## src/rtl/voice_seq_tx_pkg.sv

```systemverilog
// Shared audio-path constants: the "None" voice code,
// sequencer state encoding and default 50 MHz timing.
package voice_seq_tx_pkg;

  localparam logic [4:0] NONE_CODE = 5'b01000;

  localparam int DEF_UNIT_CYC    = 10000;
  localparam int DEF_START_CYC   = 250000;
  localparam int DEF_ARM_CYC     = 1000;
  localparam int DEF_TIMEOUT_CYC = 100000000;

  localparam logic [2:0] S_IDLE      = 3'd0;
  localparam logic [2:0] S_SEL       = 3'd1;
  localparam logic [2:0] S_START_LO  = 3'd2;
  localparam logic [2:0] S_BIT_HI    = 3'd3;
  localparam logic [2:0] S_BIT_LO    = 3'd4;
  localparam logic [2:0] S_ARM       = 3'd5;
  localparam logic [2:0] S_WAIT_BUSY = 3'd6;
  localparam logic [2:0] S_FIN       = 3'd7;

  function automatic int max_int(input int a, input int b);
    return (a > b) ? a : b;
  endfunction

  // One counter width covers every phase and wait length.
  function automatic int cnt_w(input int start_cyc, input int unit_cyc,
                               input int arm_cyc, input int to_cyc);
    return $clog2(max_int(max_int(start_cyc, to_cyc),
                          max_int(3 * unit_cyc, arm_cyc)) + 1);
  endfunction

endpackage

```

## src/rtl/voice_seq_tx_ow_bit_tx.sv

```systemverilog
// One-wire byte transmitter: start-low condition, then
// eight LSB-first bits coded as 3:1 / 1:3 high:low units.
module ow_bit_tx
  import voice_seq_tx_pkg::*;
#(
  parameter int UNIT_CYC  = DEF_UNIT_CYC,
  parameter int START_CYC = DEF_START_CYC,
  parameter int CW        = 20
) (
  input  logic       clk,
  input  logic       rst,
  input  logic       go,
  input  logic [7:0] byte_in,
  output logic       voice_data,
  output logic       byte_done
);

  localparam logic [CW-1:0] START_LAST = CW'(START_CYC - 1);
  localparam logic [CW-1:0] SHORT_LAST = CW'(UNIT_CYC - 1);
  localparam logic [CW-1:0] LONG_LAST  = CW'(3 * UNIT_CYC - 1);

  logic [2:0]    phase_q, phase_d;
  logic [CW-1:0] cnt_q, cnt_d;
  logic [7:0]    sh_q, sh_d;
  logic [2:0]    nbit_q, nbit_d;
  logic          vd_q, vd_d;
  logic [CW-1:0] hi_last, lo_last;

  // Phase sequencing; the counter restarts at every phase edge.
  always_comb begin
    phase_d   = phase_q;
    cnt_d     = cnt_q;
    sh_d      = sh_q;
    nbit_d    = nbit_q;
    vd_d      = vd_q;
    byte_done = 1'b0;
    hi_last   = sh_q[0] ? LONG_LAST : SHORT_LAST;
    lo_last   = sh_q[0] ? SHORT_LAST : LONG_LAST;
    unique case (phase_q)
      S_IDLE: begin
        if (go) begin
          phase_d = S_START_LO;
          cnt_d   = '0;
          sh_d    = byte_in;
          nbit_d  = '0;
          vd_d    = 1'b0;
        end
      end
      S_START_LO: begin
        if (cnt_q == START_LAST) begin
          phase_d = S_BIT_HI;
          cnt_d   = '0;
          vd_d    = 1'b1;
        end else begin
          cnt_d = cnt_q + CW'(1);
        end
      end
      S_BIT_HI: begin
        if (cnt_q == hi_last) begin
          phase_d = S_BIT_LO;
          cnt_d   = '0;
          vd_d    = 1'b0;
        end else begin
          cnt_d = cnt_q + CW'(1);
        end
      end
      S_BIT_LO: begin
        if (cnt_q == lo_last) begin
          cnt_d = '0;
          vd_d  = 1'b1;
          if (nbit_q == 3'd7) begin
            phase_d   = S_IDLE;
            byte_done = 1'b1;
          end else begin
            phase_d = S_BIT_HI;
            sh_d    = {1'b0, sh_q[7:1]};
            nbit_d  = nbit_q + 3'd1;
          end
        end else begin
          cnt_d = cnt_q + CW'(1);
        end
      end
      default: begin
        phase_d = S_IDLE;
        vd_d    = 1'b1;
      end
    endcase
  end

  // Waveform state; the line idles high out of reset.
  always_ff @(posedge clk or posedge rst) begin
    if (rst) begin
      phase_q <= S_IDLE;
      cnt_q   <= '0;
      sh_q    <= '0;
      nbit_q  <= '0;
      vd_q    <= 1'b1;
    end else begin
      phase_q <= phase_d;
      cnt_q   <= cnt_d;
      sh_q    <= sh_d;
      nbit_q  <= nbit_d;
      vd_q    <= vd_d;
    end
  end

  assign voice_data = vd_q;

endmodule

```

## src/rtl/voice_seq_tx.sv

```systemverilog
// Announcement sequencer: sends up to four voice codes to
// the playback chip, pacing each on the chip's busy line.
module voice_seq_tx
  import voice_seq_tx_pkg::*;
#(
  parameter int         UNIT_CYC    = DEF_UNIT_CYC,
  parameter int         START_CYC   = DEF_START_CYC,
  parameter int         ARM_CYC     = DEF_ARM_CYC,
  parameter int         TIMEOUT_CYC = DEF_TIMEOUT_CYC,
  parameter logic [4:0] SKIP_CODE   = NONE_CODE
) (
  input  logic       clk,
  input  logic       rst,
  input  logic       start,
  input  logic [4:0] code0,
  input  logic [4:0] code1,
  input  logic [4:0] code2,
  input  logic [4:0] code3,
  output logic       ready,
  output logic       voice_data,
  input  logic       busy_n,
  output logic       done,
  output logic       timeout
);

  localparam int CW = cnt_w(START_CYC, UNIT_CYC, ARM_CYC, TIMEOUT_CYC);
  localparam logic [CW-1:0] ARM_LAST = CW'(ARM_CYC - 1);
  localparam logic [CW-1:0] TO_LAST  = CW'(TIMEOUT_CYC - 1);

  logic [2:0]      state_q, state_d;
  logic [2:0]      idx_q, idx_d;
  logic [3:0][4:0] codes_q, codes_d;
  logic [CW-1:0]   cnt_q, cnt_d;
  logic            timeout_q, timeout_d;
  logic            busy_m_q, busy_s_q;
  logic [4:0]      cur_code;
  logic            go;
  logic            byte_done;

  assign cur_code = codes_q[idx_q[1:0]];
  assign go = (state_q == S_SEL) && (idx_q != 3'd4) &&
              (cur_code != SKIP_CODE);

  ow_bit_tx #(
    .UNIT_CYC  (UNIT_CYC),
    .START_CYC (START_CYC),
    .CW        (CW)
  ) u_ow (
    .clk        (clk),
    .rst        (rst),
    .go         (go),
    .byte_in    ({3'b000, cur_code}),
    .voice_data (voice_data),
    .byte_done  (byte_done)
  );

  // Two-flop synchronizer for the chip's asynchronous busy line.
  always_ff @(posedge clk or posedge rst) begin
    if (rst) begin
      busy_m_q <= 1'b1;
      busy_s_q <= 1'b1;
    end else begin
      busy_m_q <= busy_n;
      busy_s_q <= busy_m_q;
    end
  end

  // Slot walk, post-frame arm delay and bounded busy wait.
  always_comb begin
    state_d   = state_q;
    idx_d     = idx_q;
    codes_d   = codes_q;
    cnt_d     = cnt_q;
    timeout_d = timeout_q;
    unique case (state_q)
      S_IDLE: begin
        if (start) begin
          codes_d   = {code3, code2, code1, code0};
          idx_d     = '0;
          timeout_d = 1'b0;
          state_d   = S_SEL;
        end
      end
      S_SEL: begin
        if (idx_q == 3'd4) begin
          state_d = S_FIN;
        end else if (cur_code == SKIP_CODE) begin
          idx_d = idx_q + 3'd1;
        end else begin
          state_d = S_START_LO;
        end
      end
      S_START_LO: begin
        if (byte_done) begin
          state_d = S_ARM;
          cnt_d   = '0;
        end
      end
      S_ARM: begin
        if (cnt_q == ARM_LAST) begin
          state_d = S_WAIT_BUSY;
          cnt_d   = '0;
        end else begin
          cnt_d = cnt_q + CW'(1);
        end
      end
      S_WAIT_BUSY: begin
        if (busy_s_q) begin
          idx_d   = idx_q + 3'd1;
          state_d = S_SEL;
        end else if (cnt_q == TO_LAST) begin
          timeout_d = 1'b1;
          idx_d     = idx_q + 3'd1;
          state_d   = S_SEL;
        end else begin
          cnt_d = cnt_q + CW'(1);
        end
      end
      S_FIN: begin
        state_d = S_IDLE;
      end
      default: begin
        state_d = S_IDLE;
      end
    endcase
  end

  // Sequencer state registers.
  always_ff @(posedge clk or posedge rst) begin
    if (rst) begin
      state_q   <= S_IDLE;
      idx_q     <= '0;
      codes_q   <= '0;
      cnt_q     <= '0;
      timeout_q <= 1'b0;
    end else begin
      state_q   <= state_d;
      idx_q     <= idx_d;
      codes_q   <= codes_d;
      cnt_q     <= cnt_d;
      timeout_q <= timeout_d;
    end
  end

  assign ready   = (state_q == S_IDLE);
  assign done    = (state_q == S_FIN);
  assign timeout = timeout_q;

endmodule
```

## config.mk

```make
export PLATFORM = sky130hd
export DESIGN_NAME = voice_seq_tx
export DESIGN_NICKNAME = d
export VERILOG_FILES = /design/src/rtl/voice_seq_tx_pkg.sv /design/src/rtl/voice_seq_tx_ow_bit_tx.sv /design/src/rtl/voice_seq_tx.sv
export SDC_FILE = /design/constraint.sdc
export NUM_CORES = 1
export LEC_CHECK = 0
export CAP_MARGIN = 5
export CORE_MARGIN = 2
export CORE_UTILIZATION = 55
export CTS_CLUSTER_SIZE = 8
export DETAILED_ROUTE_END_ITERATION = 8
export PLACE_DENSITY = 0.74
export SYNTH_ARGS = -nofsm -noshare
export SYNTH_HDL_FRONTEND = slang
export SYNTH_HIERARCHICAL = 1
export SYNTH_SLANG_ARGS = --single-unit
```

## constraint.sdc

```tcl
create_clock -name clk -period 5.2 [get_ports clk]
set_clock_uncertainty 0.2 [all_clocks]
set_input_delay 0.78 -clock clk [delete_from_list [all_inputs] [get_ports clk]]
set_output_delay 0.78 -clock clk [all_outputs]
set_load 0.005 [all_outputs]
```

==> results of run 1 <==
[state kept, by name, indices dropped and copies added, names as in the netlist, 3 cells and up]
register      cells
cnt_q            27
state_q           3
u_ow/sh_q         8
u_ow/cnt_q       27
u_ow/phase_q      3
codes_q          20
u_ow/nbit_q       3
idx_q             3
[cells in the final DEF, fill, tap and decap left out, drive strengths merged, types with 24 or more instances in the layout]
cell type / instances
nand4: 25
inv: 24
o21ai: 36
mux2: 37
nor4: 26
nand3: 25
nor2: 55
dfrtp: 95
clkdlybuf4s50: 27
nand2: 31
[layout make-up]
type / instances / area share, %
Clock buffer: 9 / 2.054
Clock inverter: 7 / 1.245
Inverter: 20 / 1.245
Multi-Input combinational cell: 411 / 46.88
Sequential cell: 98 / 40.72
Tap cell: 133 / 2.759
Timing Repair Buffer: 32 / 5.103
[cells by family (layout without fill, tap and decap cells)]
family | Yosys count | in the layout | synth area share (%)
adders and majority gates | 7 | 7 | 1.607
AOI/OAI and AO/OA | 79 | 79 | 9.413
muxes | 46 | 46 | 10.58
xor gates and xnor gates | 29 | 29 | 4.660
buffers and inverters | 42 | 68 | 3.283
other | 1 | 3 | 0.06880
and+or+nand+nor | 247 | 247 | 25.32
DFF | 98 | 98 | 45.06
[power by group through the flow]
stage | sequential (W) | combinational [W] | clock [W]
finish | 0.00106 | 0.000835 | 0.000514
global route | 0.00109 | 0.000922 | 0.000556
CTS | 0.00106 | 0.000839 | 0.000528
detailed placement | 0.00108 | 0.000834 | 0
global placement | 0.00107 | 0.000804 | 0
floorplan | 0.00100 | 0.000704 | 0
[per-stage QoR]
step	hold slack (ns)	area [µm²]	util, %
after floorplan	0.1452	5458	-
after global placement	0.1465	5833	60.23
after detailed placement	0.1496	5833	60.23
after CTS	0.1694	6032	62.29
after global routing	0.1723	6032	62.29
final	0.1660	6032	62.29
[worst max-delay path by stage]
stage	from	end	slack, ns	cells past startpoint
5_1_grt	idx_q[0]$_DFFE_PP0P_	u_ow/cnt_q[26]$_DFFE_PP0P_	1.33	10
2_1_floorplan	u_ow/cnt_q[5]$_DFFE_PP0P_	cnt_q[24]$_DFFE_PP0P_	2.17	11
3_5_place_dp	idx_q[0]$_DFFE_PP0P_	u_ow/cnt_q[26]$_DFFE_PP0P_	1.66	10
4_1_cts	idx_q[0]$_DFFE_PP0P_	u_ow/cnt_q[26]$_DFFE_PP0P_	1.64	10
6_report	idx_q[0]$_DFFE_PP0P_	u_ow/cnt_q[26]$_DFFE_PP0P_	1.61	10
3_3_place_gp	idx_q[0]$_DFFE_PP0P_	u_ow/cnt_q[26]$_DFFE_PP0P_	1.75	10
[per-layer routing]
layer | vias up | routed length, µm
met5 | - | 0
met4 | 0 | 207
met3 | 19 | 372
met2 | 94 | 5695
met1 | 2191 | 5235
li1 | 2072 | -
[worst max-delay path, cell delays in order, from the launching register on]
cell and delay, ns:
dfrtp_1 0.57, mux4_1 0.64, inv_1 0.07, o21ai_0 0.11, nor3_1 0.31, nor2_1 0.12, o31ai_2 0.18, buf_4 0.28
nand4_1 0.31, or4_1 0.57, a21oi_1 0.16
==> flow_summary.json, run 1 <==
{
  "cts.reportedPaths.clkPinSlew_ns": 0.10,
  "numClockSinks": 98,
  "finalHoldViolations": 0,
  "rsz0062_at_grt": "no",
  "final_cells": 710,
  "met2_usage_pct": 36.57,
  "slew_headroom_pct": 39.77,
  "yosys.area.top_type": "dfrtp_1",
  "num_antenna_cells": 0,
  "crit_fanout": 21,
  "switching_share_pct": 35.18,
  "critical_path_required_ns": 5.31,
  "grt_max_degree": 57,
  "wl_per_cell_um": 16.21,
  "register_area_um2": 2456,
  "place.gp.congestion": 0.8762,
  "r2r_slack_ns": 1.61,
  "power.density_nw_per_um2": 400.1,
  "synthDistinctLibCells": 65,
  "switchingPower_w": 0.0008491,
  "port_buffers": 27,
  "postRouteAntennaNets": 0,
  "worstPathArrival_ns": 3.69,
  "final.setup.tns_ns": 0,
  "rows": 36,
  "post-place-ws_ns": 1.660,
  "start_kind": "register",
  "cts_resized": 0,
  "total_power_w": 0.002413,
  "min_path_cells": 0,
  "cts_buffer_depth": 2,
  "use_met1_pct": 30.41,
  "synth-main-ff-cell": "dfrtp_1",
  "top_usage_layer": "met2",
  "r2r_cells": 10,
  "p_int_w": 0.001564,
  "end_kind": "register",
  "core_um2": 9684,
  "holdPathEnd": "busy_s_q$_DFF_PP1_",
  "die_area_um2": 10720,
  "grt_pass1_vias": 4285,
  "min-delay-start": "busy_m_q$_DFF_PP1_",
  "grt-ovfl-total": 0,
  "drc": 0,
  "drtPass1Iterations": 5,
  "fmax_ghz": 0.2788,
  "synthArstFlopShare_pct": 100.0,
  "status": "finished clean",
  "synth_top_area_share_pct": 43.62,
  "hpwl_mm": 8.016,
  "r2r-start": "idx_q[0]$_DFFE_PP0P_",
  "maxCapViolCount": 0,
  "min_period_over_period_pct": 68.98,
  "cts_made_buffers": 9,
  "synth.most_common_cell": "dfrtp_1",
  "clockRootBuffer": "clkbuf_8",
  "pwr-share-comb_pct": 34.6,
  "io_pins": 28,
  "vias_per_cell": 6.163,
  "setup_viol": 0,
  "grt_first_pass_wirelength_mm": 20.00,
  "synth-seq-area-share_pct": 45.06,
  "ys_ff_latch": 98,
  "nNetsFinal": 603,
  "drive_above_1_share_pct": 13.86,
  "min_period_ns": 3.587,
  "fillers": 837,
  "holdBufCountCts": 0,
  "die_width_um": 103.5,
  "use_met3_pct": 2.832,
  "syn2layout_area_growth_pct": 10.68,
  "path_class": "register to register",
  "regToRegEndpoint": "u_ow/cnt_q[26]$_DFFE_PP0P_",
  "die_h_um": 103.5,
  "dp_cells": 694,
  "multiInputGateArea_um2": 2828,
  "grt_usage_pct": 22.42,
  "leakage_nw": 2.422,
  "seq_power_share_pct": 44.1,
  "cts_tree": "built",
  "synth_area_um2": 5450,
  "antenna_found_initial": 0,
  "vdd_drop_max_uv": 280.5,
  "min_path_type": "register to register",
  "dr.first_iter.drc_count": 273,
  "start_util_pct": 56.28,
  "synth_edf_count": 0,
  "wl_mm": 11.51,
  "synthCells": 549,
  "drv_slew": 0,
  "finalWorstSetupSlack_ns": 1.613,
  "yosys-top-cells-area": "dfrtp_1, mux2_2, nor2_1",
  "h-tree-depth": 3,
  "vias": 4376,
  "clockPowerShare_pct": 21.3,
  "yosys_warnings": 6,
  "clkLatencyLatePin_ns": 0.37,
  "post-cts-setup-buffers": 0,
  "syn-mean-instance-area_um2": 9.928,
  "synth_common_cells": "dfrtp_1, nor2_1, mux2_2",
  "worst_pin_slew_ns": 0.9034
}
Power figures use the tool's default switching activity.
==> run 2: changes to the inputs <==
--- a/config.mk
+++ b/config.mk
@@ -10,7 +10,7 @@
 export CORE_UTILIZATION = 55
 export CTS_CLUSTER_SIZE = 8
 export DETAILED_ROUTE_END_ITERATION = 8
-export PLACE_DENSITY = 0.74
+export PLACE_DENSITY = 0.77
 export SYNTH_ARGS = -nofsm -noshare
 export SYNTH_HDL_FRONTEND = slang
 export SYNTH_HIERARCHICAL = 1
==> constraint.sdc (replaced) <==
create_clock -name clk -period 3.1 [get_ports clk]
set_clock_uncertainty 0.2 [all_clocks]
set_input_delay 0.465 -clock clk [delete_from_list [all_inputs] [get_ports clk]]
set_output_delay 0.465 -clock clk [all_outputs]
set_load 0.005 [all_outputs]
==> flow_summary.json, run 2 (same netlist as run 1, synthesis figures left out) <==
{
  "violations": "setup timing",
  "io_pins": 28,
  "postLayoutCellArea_um2": 6724,
  "start_kind": "register",
  "mostFrequentLayoutCell": "dfrtp_1",
  "syn2layout_area_growth_pct": 23.37,
  "hpwl_mm": 8.783,
  "crit_start": "idx_q[0]$_DFFE_PP0P_",
  "finalHoldViolations": 0,
  "grt_max_degree": 43,
  "slew_headroom_pct": 48.67,
  "final_cells": 757,
  "r2r-start": "idx_q[0]$_DFFE_PP0P_",
  "port_buffers": 27,
  "crit_end": "u_ow/cnt_q[2]$_DFFE_PP0P_",
  "vdd_drop_max_uv": 459.1,
  "fillers": 713,
  "cts_made_buffers": 9,
  "regToRegEndpoint": "u_ow/cnt_q[2]$_DFFE_PP0P_",
  "leakage_nw": 2.709,
  "numClockSinks": 98,
  "place.gp.congestion": 0.8943,
  "end_kind": "register",
  "holdBufCountCts": 0,
  "start_util_pct": 56.28,
  "drive_above_1_share_pct": 26.44,
  "worst_pin_slew_ns": 0.7628,
  "final_core_util_pct": 69.43,
  "cts_buffer_depth": 2,
  "grt_usage_pct": 24.66,
  "num_antenna_cells": 0,
  "drv_slew": 0,
  "die_width_um": 103.5,
  "drc": 0,
  "crit_fanout": 7,
  "dp_cells": 727,
  "grt-ovfl-total": 0,
  "min_period_over_period_pct": 102.2,
  "setup_viol": 7,
  "min_path_type": "register to register",
  "clkLatencyLatePin_ns": 0.37,
  "die_area_um2": 10720,
  "nNetsFinal": 650,
  "fmax_ghz": 0.3156,
  "grt_first_pass_wirelength_mm": 21.87,
  "power.density_nw_per_um2": 691.4,
  "clockRootBuffer": "clkbuf_8",
  "cts.reportedPaths.clkPinSlew_ns": 0.11,
  "vias_per_cell": 6.202,
  "dr.first_iter.drc_count": 297,
  "die_h_um": 103.5,
  "top_regs": "cnt_q x27, u_ow/cnt_q x27, codes_q x20",
  "wl_per_cell_um": 17.61,
  "postRouteAntennaNets": 0,
  "antenna_found_initial": 0,
  "wl_mm": 13.33,
  "finalWorstSetupSlack_ns": -0.06844,
  "rsz0062_at_grt": "yes",
  "drtPass1Iterations": 5,
  "worstPathArrival_ns": 3.26,
  "status": "complete, but fails checks",
  "maxCapViolCount": 0,
  "r2r_slack_ns": -0.07,
  "cts_tree": "built",
  "rows": 36,
  "grt_pass1_vias": 4571,
  "critical_path_required_ns": 3.19,
  "vias": 4695,
  "min_period_ns": 3.168,
  "place_area_um2": 6106,
  "path_class": "register to register",
  "h-tree-depth": 3,
  "r2r_cells": 13,
  "layout_common_cells": "dfrtp_1, nor2_1, buf_4, mux2_2, nand2_1",
  "final.setup.tns_ns": -0.1457,
  "core_um2": 9684
}
[run 2: worst min-delay path by stage]
stage,startpoint,to,cells past startpoint
after CTS,rst,codes_q[0]$_DFFE_PP0P_,2
after detailed placement,busy_m_q$_DFF_PP1_,busy_s_q$_DFF_PP1_,0
after floorplan,busy_m_q$_DFF_PP1_,busy_s_q$_DFF_PP1_,0
after global routing,busy_m_q$_DFF_PP1_,busy_s_q$_DFF_PP1_,0
after global placement,busy_m_q$_DFF_PP1_,busy_s_q$_DFF_PP1_,0
final,busy_m_q$_DFF_PP1_,busy_s_q$_DFF_PP1_,0
[run 2: per-stage QoR]
| stage | worst slack, ns | total power [W] | hold slack [ns] |
|---|---|---|---|
| floorplan | 0.07187 | 0.002865 | 0.1452 |
| global placement | -0.2600 | 0.003345 | 0.1461 |
| detailed placement | -0.3826 | 0.003439 | 0.1495 |
| CTS | 0.0005924 | 0.004442 | 0.1617 |
| global route | -0.1854 | 0.004919 | 0.1679 |
| finish | -0.06844 | 0.004649 | 0.1631 |
[run 2: final cells by class]
cell class                 count  area, µm²  area share (%)
inverter                      20      75.07           1.116
clock buffer                   9      123.9           1.842
timing repair buffer          77      714.4           10.63
multi-input combinational    413       3127           46.50
sequential                    98       2456           36.53
tap                          133      166.4           2.475
clock inverter                 7      61.31          0.9118
[run 2: timing repair]
item | 4_1_cts | 5_1_grt
gates cloned | 1 | 2
pin swaps | 4 | 26
setup endpoints to repair | 62 | 59
buffers inserted | 7 | 4
resized for setup | 14 | 56
[run 2: critical path: stages (launching register included)]
cell     delay (ns)
dfrtp_1        0.43
buf_12         0.13
mux4_2         0.50
or4_4          0.57
o21ai_4        0.18
nor3_2         0.07
nor2_1         0.16
buf_4          0.15
o31ai_4        0.06
buf_6          0.15
buf_12         0.13
nand3_1        0.06
o21ai_0        0.08
nor3_1         0.21
[run 2: power by group]
part | internal, W | leakage, nW | switching, W
registers | 0.00155 | 1.29 | 0.000215
logic | 0.00108 | 1.33 | 0.00101
clock network | 0.000306 | 0.0884 | 0.000494
[run 2: routing by layer]
metal | GRT usage [%] | vias up | part of all wire (%)
li1 | - | 2179 | -
met1 | 32.93 | 2328 | 42
met2 | 40.40 | 154 | 51
met3 | 3.335 | 34 | 4.7
met4 | 11.00 | 0 | 2.5
met5 | 0 | - | 0
==> run 3: changes to the inputs <==
--- a/config.mk
+++ b/config.mk
@@ -10,6 +10,7 @@
 export CORE_UTILIZATION = 55
 export CTS_CLUSTER_SIZE = 8
 export DETAILED_ROUTE_END_ITERATION = 8
+export HOLD_SLACK_MARGIN = 0.05
 export PLACE_DENSITY = 0.77
 export SYNTH_ARGS = -nofsm -noshare
 export SYNTH_HDL_FRONTEND = slang
==> constraint.sdc (replaced) <==
create_clock -name clk -period 3.1 [get_ports clk]
set_clock_uncertainty 0.2 [all_clocks]
set_input_delay 0.465 -clock clk [delete_from_list [all_inputs] [get_ports clk]]
set_output_delay 0.465 -clock clk [all_outputs]
set_load 0.1 [all_outputs]
==> flow_summary.json, run 3 (same netlist as run 1, synthesis figures left out) <==
{
  "status": "complete, but fails checks",
  "violations": "setup timing",
  "numClockSinks": 98,
  "vias": 4828,
  "cts_tree": "built",
  "slew_headroom_pct": 49.90,
  "start_util_pct": 56.28,
  "top_regs": "cnt_q x27, u_ow/cnt_q x27, codes_q x20",
  "path_class": "register to register",
  "h-tree-depth": 3,
  "syn2layout_area_growth_pct": 27.92,
  "holdBufCountCts": 0,
  "drv_slew": 0,
  "wl_per_cell_um": 18.01,
  "hold_ws_ns": 0.1595,
  "dr.first_iter.drc_count": 315,
  "wl_mm": 13.98,
  "finalWorstSetupSlack_ns": -0.02499,
  "port_buffers": 27,
  "power.density_nw_per_um2": 713.5,
  "hpwl_mm": 8.617,
  "grt_first_pass_wirelength_mm": 21.82,
  "final_core_util_pct": 71.99,
  "final_cells": 776,
  "critical_path_required_ns": 3.21,
  "clockRootBuffer": "clkbuf_8",
  "dp_cells": 738,
  "post-place-ws_ns": -0.4749,
  "drc": 0,
  "die_width_um": 103.5,
  "r2r_cells": 11,
  "min_period_over_period_pct": 100.8,
  "setup_viol": 6,
  "drtPass1Iterations": 5,
  "max_stage_delay_ns": 0.56,
  "maxCapViolCount": 0,
  "rows": 36,
  "cts_buffer_depth": 2,
  "crit_start": "idx_q[0]$_DFFE_PP0P_",
  "cts.reportedPaths.clkPinSlew_ns": 0.10,
  "core_um2": 9684,
  "nNetsFinal": 669,
  "min_period_ns": 3.125,
  "leakage_nw": 2.814,
  "worstPathArrival_ns": 3.23,
  "start_kind": "register",
  "finalHoldViolations": 0,
  "rsz0062_at_grt": "yes",
  "total_power_w": 0.004974,
  "min_path_cells": 0,
  "die_h_um": 103.5,
  "postRouteAntennaNets": 0,
  "fmax_ghz": 0.3200,
  "clkLatencyLatePin_ns": 0.38,
  "holdPathEnd": "busy_s_q$_DFF_PP1_",
  "grt_max_degree": 43,
  "grt_pass1_vias": 4529,
  "num_antenna_cells": 0,
  "vdd_drop_max_uv": 669.5,
  "drive_above_1_share_pct": 29.39,
  "min_path_type": "register to register",
  "slowest_stage": "or4_4",
  "vias_per_cell": 6.222,
  "min-delay-start": "busy_m_q$_DFF_PP1_",
  "cts_made_buffers": 9,
  "crit_fanout": 4,
  "layout_common_cells": "dfrtp_1, buf_4, nor2_1, mux2_2, nand2_1",
  "worst_pin_slew_ns": 0.7454,
  "grt_usage_pct": 24.72,
  "r2r-start": "idx_q[0]$_DFFE_PP0P_",
  "r2r_slack_ns": -0.02,
  "regToRegEndpoint": "u_ow/cnt_q[12]$_DFFE_PP0P_",
  "io_pins": 28,
  "antenna_found_initial": 0,
  "place.gp.congestion": 0.8869,
  "die_area_um2": 10720,
  "mostFrequentLayoutCell": "dfrtp_1",
  "end_kind": "register",
  "grt-ovfl-total": 0,
  "cp_cell_sequence": "buf_12 > mux4_2 > or4_4 > o21ai_4 > nor3_4 > nor2_2 > o31a_1 > buf_6 > nor2_1 > mux2_4 > nor3_2"
}
run 3: changes by cell type in the layout (fill, tap and decap cells not counted), moves of 3 or more:
cell | before | now
buf_4 | 41 | 60
buf_6 | 5 | 11
nor4_4 | 4 | 9
nor4b_4 | 1 | 6
o21ai_0 | 23 | 28
o21ai_2 | 6 | 1
clkdlybuf4s50_1 | 27 | 23
nor4_1 | 15 | 12
nor4b_2 | 4 | 1
run 3: what timing repair did:
action	CTS	global route
endpoints found under the hold margin	0	0
gates resized for setup	17	60
pin swaps	4	16
gates cloned	1	3
setup endpoints to repair	61	52
buffers inserted	7	11
run 3: layout make-up:
cell class | count | area (µm²)
timing repair buffer | 97 | 869.6
clock inverter | 6 | 91.34
inverter | 20 | 75.07
sequential | 98 | 2457
multi-input combinational | 412 | 3184
fill | 647 | 2713
tap | 133 | 166.4
clock buffer | 10 | 127.6
run 3: worst max-delay path by stage:
stage / cells past startpoint / end
3_5_place_dp: 8 / u_ow/cnt_q[8]$_DFFE_PP0P_
4_1_cts: 11 / cnt_q[4]$_DFFE_PP0P_
2_1_floorplan: 5 / codes_q[0]$_DFFE_PP0P_
3_3_place_gp: 8 / u_ow/cnt_q[8]$_DFFE_PP0P_
6_report: 11 / u_ow/cnt_q[12]$_DFFE_PP0P_
5_1_grt: 12 / u_ow/cnt_q[16]$_DFFE_PP0P_
run 3: stage by stage:
stage | setup TNS (ns) | cell area (µm²)
finish | -0.06250 | 6972
global route | -1.975 | 6972
CTS | -0.1967 | 6566
detailed placement | -11.62 | 6196
global placement | -7.423 | 6196
floorplan | 0 | 5463
run 3: power breakdown:
group,switching [W],internal [W]
Combinational,0.00113,0.00116
Sequential,0.000213,0.00155
Clock,0.000470,0.000456
run 3: critical path: cells and delay by family, from the launching register on:
kind / cells / cell delay [ns]
compound gates: 2 / 0.41
mux: 2 / 0.78
buf+inv: 2 / 0.27
flops: 1 / 0.43
simple gates: 5 / 0.96
run 3: metal layers:
| metal | vias up | GRT usage, % | routed length, µm |
|---|---|---|---|
| met5 | - | 0 | 0 |
| met4 | 0 | 10.62 | 447 |
| met3 | 46 | 3.272 | 751 |
| met2 | 183 | 41.01 | 7035 |
| met1 | 2387 | 32.78 | 5746 |
| li1 | 2212 | - | - |
==> RTL change 1 (config.mk and constraints of run 3) <==
Put one more register stage on the output `timeout`, cleared by the reset. The value now appears one clock later. The other outputs are not delayed to match.
--- a/src/rtl/voice_seq_tx.sv
+++ b/src/rtl/voice_seq_tx.sv
@@ -145,5 +145,11 @@
   assign ready   = (state_q == S_IDLE);
   assign done    = (state_q == S_FIN);
-  assign timeout = timeout_q;
+  always_ff @(posedge clk or posedge rst) begin
+    if (rst) begin
+      timeout <= '0;
+    end else begin
+      timeout <= timeout_q;
+    end
+  end
 
 endmodule
Function: no difference found for any inputs over 10 cycles, from zero or initial values and one cycle with rst high; that may be too few to reach the edited logic, so the function may still have changed.
==> RTL change 1 against run 3 <==
Area after synthesis rose by 0.21%. Sequential cell count increased by 1. Non-clock buffer count fell by 28. Hold slack got worse by 0.0012 ns. Wire length is 8.9% lower. Setup slack improved by 0.068 ns. Critical path type unchanged. Design area decreased by 6.2%. Synthesized cell count increased by 1.3%.
Power is not compared: it rests on default switching activity, and its combinational part moved more than twofold at a synthesized area within 25%.
==> RTL change 1: results (changes against run 3) <==
[outcome]
outcome = finished, final reports clean

[placed_design]
dp_hpwl_mm = 8.87  ; +2.9%
place_ws_ns = -0.219  ; +0.256 ns
port_buffers = 27  ; unchanged
place_inst = 731  ; -0.95%
placed_area_um2 = 6100  ; -1.5%
place_congestion = 0.939  ; +5.8%

[worst_setup_path]
slowest_stage = mux4_2
crit_path_start_kind = register
r2r.worst_path.cells = 11  ; unchanged
rr_startpoint = idx_q[0]
endpoint_kind = register
r2r-end = u_ow/cnt_q[25]
worst-path-max-fanout = 8  ; +4
slowest_delay_ns = 0.54  ; -0.02 ns
critPathArrivalTime_ns = 3.18  ; -0.05 ns

[global_route]
grt_usage_pct = 24.6  ; -0.082 points
antenna_found_initial = 0  ; unchanged
grt_pass1_vias = 4489  ; -0.88%
grt_pass1_wl_mm = 21.6  ; -1.2%

[finish]
drive_gt1_share_pct = 23.3  ; -6.0 points
finalNetCount = 647  ; -3.3%
top_regs = cnt_q (27), u_ow/cnt_q (27), codes_q (20)
num_antenna_cells = 0  ; unchanged

[detailed_routing]
wire_per_inst_um = 16.9  ; -6.2%
via_per_inst = 6.12  ; -1.6%
routed_wirelength_mm = 12.7  ; -8.9%
drtIter0Drc = 348  ; +10%
dr.pass1.iters = 5  ; unchanged

[clocking]
cts_setup_buffers = 4  ; -3
cts_buffer_depth = 2  ; unchanged
root_buffer = clkbuf_8
clk_latency_ns = 0.39
cts_resized = 9  ; -8
clkTransAtPathRegs_ns = 0.09

[power]
power.leakage_nw = 2.90
pwr-share-clk_pct = 42.4
powerClk_w = 0.00100
switching_share_pct = 20.5
p_comb_share_pct = 2.8
peakVddDrop_uv = 306

[synthesis]
synth-xor-area-share_pct = 3.69  ; -0.97 points
synthTopCellsByCount = 96 x dfrtp_1, 55 x nor2_1, 37 x mux2_2, 33 x o21ai_0, 31 x nand2_1
synthTopCellsByArea = dfrtp_1 44%, mux2_2 7.6%, nor2_1 3.8%, nand4_1 3.4%, xor2_1 3.0%
yosysWarnings = 6  ; unchanged
ys_seq_area_share_pct = 45.4  ; +0.37 points
synth_compound_area_share_pct = 10.2  ; +0.78 points
synthAdderAreaFrac_pct = 1.60  ; -0.0033 points
synth_mux_area_share_pct = 11.2  ; +0.67 points
synth_flop_cell = dfrtp_1
syn_area_per_cell_um2 = 9.82  ; -1.1%
ys_types = 62  ; -4.6%

[timing]
finalCritPeriodShare_pct = 98.6  ; -2.2 points
slew-limit-headroom_pct = 47.7  ; -2.2 points

[min_path]
hold_class = reg2reg

-- RTL change 1: changes by cell type after synthesis, sizes merged, moves of 4 or more --
cell   change
a21oi      +6
nand4      +5
xnor2     -19
xor2      +13
or3        +5
nor4      -11
and4       -4
or4        +4
and2       +4
nor4b      -7
-- RTL change 1: critical path: cells and delay by family (launching register included) --
family,cells,cell delay (ns)
AND/OR/NAND/NOR,6,1.09
multiplexers,1,0.54
flip-flops,1,0.47
AO/OA/AOI/OAI,2,0.38
buffers and inverters,2,0.31
-- RTL change 1: metal layers --
metal | GRT usage (%) | wire length (µm) | vias to the layer above
met3 | 5.29 | 703 | 24
met5 | 0 | 0 | -
met2 | 39.6 | 6330 | 144
met4 | 10.2 | 275 | 0
met1 | 32.6 | 5440 | 2277
li1 | - | - | 2172
-- RTL change 1: worst min path at each step --
| stage | start | end | slack, ns | cells after the start |
|---|---|---|---|---|
| after floorplan | busy_m_q | busy_s_q | 0.15 | 0 |
| after global placement | busy_m_q | busy_s_q | 0.15 | 0 |
| after detailed placement | busy_m_q | busy_s_q | 0.15 | 0 |
| after CTS | busy_m_q | busy_s_q | 0.16 | 0 |
| after global routing | busy_m_q | busy_s_q | 0.16 | 0 |
| final | busy_m_q | busy_s_q | 0.16 | 0 |
-- RTL change 1: cells by family after synthesis --
| logic type | Yosys count |
|---|---|
| compound gates | 87 |
| other cells | 1 |
| xor+xnor | 23 |
| simple gates | 246 |
| mux | 50 |
| fa+ha+maj | 7 |
| buf+inv | 43 |
| flops | 99 |
-- RTL change 1: final cells by class --
cell class / instances / area (µm²)
inverter: 21 / 78.8
clock inverter: 5 / 100
fill: 728 / 3140
sequential: 99 / 2480
tap: 133 / 166
timing repair buffer: 69 / 607
multi-input combinational: 416 / 2960
clock buffer: 11 / 141
==> RTL change 2 (config.mk and constraints of run 3) <==
Without the edit above. `DEF_UNIT_CYC`: 10000 -> 2500.
--- a/src/rtl/voice_seq_tx_pkg.sv
+++ b/src/rtl/voice_seq_tx_pkg.sv
@@ -5,5 +5,5 @@
   localparam logic [4:0] NONE_CODE = 5'b01000;
 
-  localparam int DEF_UNIT_CYC    = 10000;
+  localparam int DEF_UNIT_CYC    = 2500;
   localparam int DEF_START_CYC   = 250000;
   localparam int DEF_ARM_CYC     = 1000;
Behaviour: same outputs for any inputs over 10 cycles, from zero or initial values and one cycle with rst high; that may be too few to reach the edited logic, so the function may still have changed.
==> RTL change 2 against run 3 <==
The run still ends with negative setup slack left. Total power is 23% lower. Area after synthesis is 0.55% higher. Via count is 7.4% lower. Setup slack better by 0.018 ns. Design area is 4.1% lower. Sequential cell count stayed put. Hold slack better by 0.0020 ns. Wire length is 11% lower. Critical endpoint is now cnt_q[5].
==> RTL change 2: results (changes against run 3) <==
[worst_setup_path]
slowest_delay_ns = 0.53  ; -0.03 ns
cp-endpoint = cnt_q[5]
slowest_stage = or4b_4
worst-path-max-fanout = 20  ; +16
critPathArrivalTime_ns = 3.17  ; -0.06 ns

[finish]
stdcell_area_um2 = 6690  ; -4.1%
buffer_area_share_pct = 10.2  ; -2.3 points
fin_cells = 743  ; -4.3%
seq_share_pct = 36.8  ; +1.5 points
nClkBuffers = 9  ; -1
multi_input_comb_cells = 403  ; -2.2%
n_sequential_cell = 98  ; unchanged
inv_count = 19  ; -5.0%
buffers_excl_clock = 74  ; -24%
drive_gt1_share_pct = 25.9  ; -3.5 points
clkCellAreaFrac_pct = 2.62  ; -0.52 points
finalNetCount = 636  ; -4.9%

[synthesis]
synth_mux_area_share_pct = 10.1  ; -0.49 points
synth_cells = 542  ; -1.3%
synth_compound_area_share_pct = 9.04  ; -0.37 points
synthAdderAreaFrac_pct = 1.60  ; -0.0088 points
ys_seq_area_share_pct = 44.8  ; -0.25 points
ys_types = 67  ; +3.1%

[global_route]
grt_pass1_vias = 4350  ; -4.0%
grt_pass1_wl_mm = 20.8  ; -4.7%

[power]
net-switching-power_w = 0.00136  ; -25%
power.leakage_nw = 2.72  ; -3.5%
peakVddDrop_uv = 389  ; -42%
cellInternalPower_w = 0.00247  ; -22%
powerClk_w = 0.000776  ; -16%

[timing]
finalSetupViolations = 1  ; -5
finalSetupTns_ns = -0.00719  ; +0.0553 ns
slew-limit-headroom_pct = 51.3  ; +1.5 points
finalWorstSetupSlack_ns = -0.00719  ; +0.0178 ns

[placed_design]
place_inst = 717  ; -2.8%
port_buffers = 27  ; unchanged
place_congestion = 0.940  ; +6.0%
placed_area_um2 = 6140  ; -0.89%

[detailed_routing]
drtIter0Drc = 265  ; -16%
via_per_inst = 6.02  ; -3.3%

[outcome]
outcome = complete, but fails checks
failed_checks = negative setup slack

[clocking]
cts_resized = 12  ; -5

==> RTL change 2: changes by cell type after synthesis, sizes merged, moves of 3 or more <==
cell,change
o22ai,+4
clkbuf,+3
xnor2,+12
or3,-4
o31ai,+3
nand3,-6
a21oi,-9
nor2,+6
o2bb2ai,+4
nand4,-4
o21ai,-12
==> RTL change 2: cells by family after synthesis <==
logic type | after synthesis
and+or+nand+nor | 241
DFF | 98
AOI/OAI and AO/OA | 68
muxes | 44
buffers and inverters | 43
xor gates and xnor gates | 40
adders and majority gates | 7
other | 1
==> RTL change 2: per-layer routing <==
layer,vias up,global-route usage (%),share of wire [%]
met3,31,3.27,4.1
met5,-,0,0
li1,2119,-,-
met4,0,10.2,2.8
met1,2197,31.6,43
met2,125,38.6,50
